[src/rtl/branch_redirect_ctrl.sv]
// branch_redirect_ctrl: EX-stage branch/jump resolution, flush window sequencing and 2-bit BHT prediction
module branch_redirect_ctrl #(
    parameter int BHT_IDX_W    = 4,
    parameter int FLUSH_CYCLES = 2
) (
    input  logic        clk,
    input  logic        rstn,
    input  logic        stall_i,
    input  logic [31:0] if_pc_i,
    input  logic        if_is_branch_i,
    output logic        predict_taken_o,
    input  logic        ex_valid_i,
    input  logic [1:0]  ex_npctype_i,
    input  logic        ex_zero_i,
    input  logic        ex_pred_taken_i,
    input  logic [31:0] ex_pc_i,
    output logic [1:0]  next_type_o,
    output logic        flush_ifid_o,
    output logic        flush_idex_o,
    output logic        redirect_busy_o,
    output logic [15:0] mispredict_cnt_o
);
    localparam int CW = $clog2(FLUSH_CYCLES + 1);
    localparam int N  = 1 << BHT_IDX_W;
    localparam logic [CW-1:0] FC1 = CW'(FLUSH_CYCLES - 1);

    typedef enum logic {IDLE, FLUSH} state_t;

    state_t               state, state_nxt;
    logic [CW-1:0]        cnt, cnt_nxt;
    logic [1:0]           bht [N];
    logic [BHT_IDX_W-1:0] if_idx, ex_idx;
    logic                 resolve, is_br, mis, jmp, redirect, enter_flush, unused_pc;

    assign if_idx    = if_pc_i[BHT_IDX_W+1:2];
    assign ex_idx    = ex_pc_i[BHT_IDX_W+1:2];
    assign unused_pc = ^{if_pc_i[31:BHT_IDX_W+2], if_pc_i[1:0], ex_pc_i[31:BHT_IDX_W+2], ex_pc_i[1:0]};

    // Lookup sees the registered entry, so a same-cycle update is not forwarded
    assign predict_taken_o = if_is_branch_i & bht[if_idx][1];

    // Gating with rstn keeps every output low while reset is held
    always_comb begin
        resolve         = rstn && state == IDLE && !stall_i && ex_valid_i;
        is_br           = ex_npctype_i == 2'b01;
        mis             = resolve && is_br && (ex_zero_i != ex_pred_taken_i);
        jmp             = resolve && ex_npctype_i == 2'b10;
        redirect        = mis || jmp;
        enter_flush     = redirect && FLUSH_CYCLES > 1;
        next_type_o     = mis ? {ex_zero_i, 1'b1} : jmp ? 2'b10 : 2'b00;
        flush_idex_o    = redirect;
        flush_ifid_o    = redirect || (rstn && state == FLUSH && !stall_i);
        redirect_busy_o = rstn && state == FLUSH;
        state_nxt       = stall_i ? state :
                          state == FLUSH ? (cnt == CW'(1) ? IDLE : FLUSH) :
                          enter_flush ? FLUSH : IDLE;
        cnt_nxt         = stall_i ? cnt :
                          state == FLUSH ? cnt - CW'(1) :
                          enter_flush ? FC1 : '0;
    end

    always_ff @(posedge clk or negedge rstn) begin
        if (!rstn) begin
            state            <= IDLE;
            cnt              <= '0;
            mispredict_cnt_o <= '0;
            for (int i = 0; i < N; i++) bht[i] <= 2'b01;
        end else begin
            state <= state_nxt;
            cnt   <= cnt_nxt;
            if (mis && !(&mispredict_cnt_o)) mispredict_cnt_o <= mispredict_cnt_o + 16'd1;
            if (resolve && is_br)
                bht[ex_idx] <= ex_zero_i ? (bht[ex_idx] == 2'b11 ? 2'b11 : bht[ex_idx] + 2'b01)
                                         : (bht[ex_idx] == 2'b00 ? 2'b00 : bht[ex_idx] - 2'b01);
        end
    end
endmodule

[config.mk]
export PLATFORM = sky130hd
export DESIGN_NAME = branch_redirect_ctrl
export DESIGN_NICKNAME = d
export VERILOG_FILES = /design/src/rtl/branch_redirect_ctrl.sv
export SDC_FILE = /design/constraint.sdc
export NUM_CORES = 1
export LEC_CHECK = 0
export ABC_AREA = 0
export CELL_PAD_IN_SITES_DETAIL_PLACEMENT = 0
export CELL_PAD_IN_SITES_GLOBAL_PLACEMENT = 1
export CORE_ASPECT_RATIO = 1.2
export CORE_UTILIZATION = 38
export DETAILED_ROUTE_END_ITERATION = 12
export GPL_ROUTABILITY_DRIVEN = 0
export HOLD_SLACK_MARGIN = 0.02
export PLACE_DENSITY_LB_ADDON = 0.1
export RECOVER_POWER = 50
export SETUP_SLACK_MARGIN = 0.3
export SLEW_MARGIN = 5
export SYNTH_ARGS = -nofsm -noshare
export SYNTH_HDL_FRONTEND = slang
export SYNTH_SLANG_ARGS = --single-unit
export TNS_END_PERCENT = 100
[constraint.sdc]
create_clock -name clk -period 7.4 [get_ports clk]
set_input_delay 2.22 -clock clk [delete_from_list [all_inputs] [get_ports clk]]
set_output_delay 2.22 -clock clk [all_outputs]
set_load 0.02 [all_outputs]
Word level (Yosys, flattened, before mapping)
Cells that the tools add are included.
- register bits after elaboration: 51
- input port bits: 73
- output and inout port bits: 22
- word-level logic and storage cells: 70
- add/subtract/negate cells: 4
- $lt $le $gt $ge: 3
- equal/unequal tests: 5
- mux-type cells: 19
- bitwise logic cells: 4
- reductions and logical operators: 16
- operators by type and width (cell ; number):
    32-bit bitwise mux ; 1
    2-bit two-way mux ; 11
    16-bit by 1-bit adder with 16-bit output (second input constant) ; 1
    2-bit binary-select mux with 4-bit select ; 2
    16-bit AND reduction ; 1
    5-bit greater-or-equal comparator (second input constant) ; 2
    1-bit logical AND ; 10
    4-bit inverter with 5-bit output ; 2
    2-bit demux with 4-bit select ; 1
    5-bit by 1-bit less-than comparator with 1-bit output (second input constant) ; 1
    2-bit by 1-bit equality test with 1-bit output (second input constant) ; 2
    2-bit equality test (second input constant) ; 2
    1-bit two-way mux ; 4
    2-bit by 1-bit subtractor with 2-bit output (second input constant) ; 2
    2-bit by 1-bit adder with 2-bit output (second input constant) ; 1
    1-bit logical NOT ; 2
    2-bit logical NOT ; 1
    1-bit logical OR ; 2
    1-bit AND ; 1
    1-bit inequality test ; 1
    1-bit inverter ; 1

Depth between registers and ports, before layout
- word-level depth: 9
- mapped depth: 6
- depth with buffers taken out: 5

Least setup slack after synthesis
Ideal clock, no wire load.
- path kind: input -> output
- start: input port if_pc_i[2]
- end: output port predict_taken_o
- arrival time: 3360 ps
- data required time: 5180 ps
- setup slack: 1820 ps
- stages: 3
- path buffers: 0
- cell sequence: mux4_2 > mux4_2 > and2_1
- longest elaborated chain between the ends: 5
- RTL lines (element ; RTL line ; text):
    from (decl) ; 9 ; input logic [31:0] if_pc_i,
    4-bit inverter with 5-bit output (implied by the code) ; 40 ; assign predict_taken_o = if_is_branch_i & bht[if_idx][1];
    2-bit binary-select mux with 4-bit select ; 40 ;
    2-bit two-way mux (implied by the code) (2 in a row) ; 40 ;
    1-bit AND ; 40 ;
    to (decl) ; 11 ; output logic predict_taken_o,
Every way passes these cells. The select of a mux whose other input is x is not followed.

Worst setup path in the final report
Ends and elaborated chain as after synthesis.

==> results_dict.tcl <==
set metrics [dict create \
    syn-num-nets 295 \
    wire_per_inst_um 16.37 \
    start_util 0.3972 \
    hold_violations 0 \
    ys_async_sr_fraction 1.000 \
    vias_per_cell 5.240 \
    worstPathCellList "clkdlybuf4s50_1, mux4_2, mux4_2, and2_1, clkdlybuf4s50_1" \
    tns_ns 0 \
    synth_area_sq_um 2739 \
    pin_count 95 \
    yosys_warnings 0 \
    final_antenna_net_count 0 \
    grtUsageTotal 0.1681 \
    topRoutingLayerUsed "met4" \
    fmax_mhz 147.6 \
    cts_resized 0 \
    crit_path_max_incr_delay_ns 0.64 \
    cp.required_ns 5.18 \
    ys_top_cells_by_area "dfrtp_1, dfstp_2, mux2_2, mux4_2, xor2_1" \
    synth_cells 220 \
    grt_max_degree 39 \
    cp.arrival_ns 4.56 \
    drcViolationCount 0 \
    cpMaxStageDelayCell "clkdlybuf4s50_1" \
    grt_pass1_wl_um 9570 \
    drive_above_1_share 0.3080 \
    rsz0062_at_grt "false" \
    core_area_sq_um 6895 \
    synth-edff-count 0 \
    layout_min_cycle_time_ns 6.777 \
    ys_top_cells_by_count "dfrtp_1, mux2_2, dfstp_2, nand2_1, xor2_1" \
    htreeDepth 2 \
    cts_buffer_depth 2 \
    status "finished, violations left" \
    worstSetupPathType "in2out" \
    grt_pass1_vias 1839 \
    fillers 645 \
    cts_tree "done" \
    yosysTopAreaCell "dfrtp_1" \
    area_growth_pct 21.84 \
    postSynthAreaPerCell_sq_um 12.45 \
    multi_input_area_sq_um 1371 \
    fin_crit_sh 0.9159 \
    fp.dieH_um 95 \
    die_area_sq_um 7553 \
    cts_root_buffer "clkbuf_8" \
    cts.clk_slew.worst_paths_ns 0.10 \
    ys.flop_type "dfrtp_1" \
    synth_top_area_share 0.3198 \
    leakagePower_nw 1.466 \
    rows 33 \
    cts_setup_buffers 0 \
    antenna_found_initial 0 \
    grt_overflow 0 \
    yosysSeqAreaShare 0.4733 \
    crit_fanout 4 \
    met1_length_um 2674 \
    numCtsBuffers 5 \
    wl_met2_um 2806 \
    power.density_nw_per_um2 176.3 \
    hold_ws_ns 0.4913 \
    violations "capacitance limit, slew limit" \
    numPortBuffers 38 \
    nets 337 \
    wirelength_um 5731 \
    fin_worst_skew_ns 0.01688 \
    clk-insertion-delay-late_ns 0.31 \
    tightest_slew_ns 2.092 \
    hold_path.class "reg2reg" \
    first_pass_iters 4 \
    synth_cell_type_count 39 \
    die_x_um 79.50 \
    wl_met3_um 187 \
    dp_hpwl_um 4081 \
    cts_hold_buf 0 \
    cts.sinks 51 \
    setup_viol 0 \
    num_antenna_cells 0 \
    seq_area_sq_um 1296 \
    crit_path_start_kind "primary input" \
    cp-end-kind "output pin" \
    max_cap_violations 1 \
    slew_violations 39 \
    worst_slew_margin_rel -0.3945 \
    drt-initial-drc-count 138 \
    synth_seq_cells 51 \
    vias 1834 \
    peakVddDrop_v 0.00008063 \
]
cells by family after synthesis:
kind of cell,share of synthesized area
AO/OA/AOI/OAI,0.01325
multiplexers,0.2545
flip-flops,0.4733
adder cells (fa/ha/maj),0.03198
XOR/XNOR,0.05117
AND/OR/NAND/NOR,0.1498
buffers and inverters,0.02604
path summary, 6_finish.rpt:
path                                             end  cells after the start                  from  slack [ns]
worst max-delay path                 predict_taken_o                      5            if_pc_i[2]        0.62
worst min register to register  mispredict_cnt_o[13]                      1  mispredict_cnt_o[13]        0.49
worst max register to register   mispredict_cnt_o[1]                      5   mispredict_cnt_o[3]        5.09
min in group asynchronous                    bht[25]                      2                  rstn        2.10
worst min-delay path            mispredict_cnt_o[13]                      1  mispredict_cnt_o[13]        0.49
max in group asynchronous                    bht[31]                      3                  rstn        2.86
state kept, by name (all words and copies together) (netlist names):
register	flops
bht	32
cnt	2
mispredict_cnt_o	16
state	1
layout make-up:
cell class	instances	share of cell area
Sequential cell	51	0.3885
Clock buffer	6	0.02475
Clock inverter	2	0.01162
Inverter	9	0.01012
Timing Repair Buffer	43	0.1215
Tap cell	87	0.03262
Multi-Input combinational cell	152	0.4110
stage by stage:
| stage | area, sq um | setup WS [ns] | cells | util | total power, W |
|---|---|---|---|---|---|
| floorplan | 2739 | 1.820 | 220 | - | 0.0003486 |
| detailed placement | 3223 | 0.5957 | 342 | 0.4674 | 0.0003882 |
| global route | 3337 | 0.5062 | 350 | 0.4839 | 0.0006188 |
| CTS | 3344 | 0.5914 | 350 | 0.4850 | 0.0006027 |
| global placement | 3223 | 0.5914 | 342 | 0.4674 | 0.0003878 |
| finish | 3337 | 0.6227 | 350 | 0.4839 | 0.0005884 |
critical path: cells and delay by family:
| family | cells | cell delay (ns) |
|---|---|---|
| muxes | 2 | 1.01 |
| buffers and inverters | 2 | 1.17 |
| and+or+nand+nor | 1 | 0.16 |
placed cells by master, fill, tap and decap left out, types with 4 or more instances in the layout:
| cell type | n |
|---|---|
| clkdlybuf4s50_1 | 28 |
| nor2b_1 | 5 |
| inv_1 | 9 |
| maj3_1 | 4 |
| nand2b_1 | 5 |
| clkbuf_8 | 6 |
| nor3_1 | 5 |
| nand2_1 | 16 |
| dlygate4sd3_1 | 9 |
| nor2_1 | 10 |
| nor4_1 | 6 |
| nand3_1 | 5 |
| mux2_2 | 35 |
| nand4_1 | 5 |
| dfstp_2 | 16 |
| dfrtp_1 | 35 |
| mux4_2 | 13 |
| nor4b_1 | 4 |
| xor2_1 | 14 |
routing by layer:
| metal | vias up | global-route usage |
|---|---|---|
| met3 | 6 | 0.03188 |
| met2 | 38 | 0.2742 |
| met4 | 0 | 0.04091 |
| met1 | 908 | 0.2296 |
| li1 | 882 | - |
| met5 | - | 0 |
report_power, final:
group | switching (W) | leakage [nW] | internal [W] | total, W
Sequential | 0.00000998 | 0.639 | 0.000294 | 0.000304
Clock | 0.0000975 | 0.0618 | 0.000111 | 0.000209
Combinational | 0.0000389 | 0.765 | 0.0000370 | 0.0000759
(Power assumes the default switching activity.)
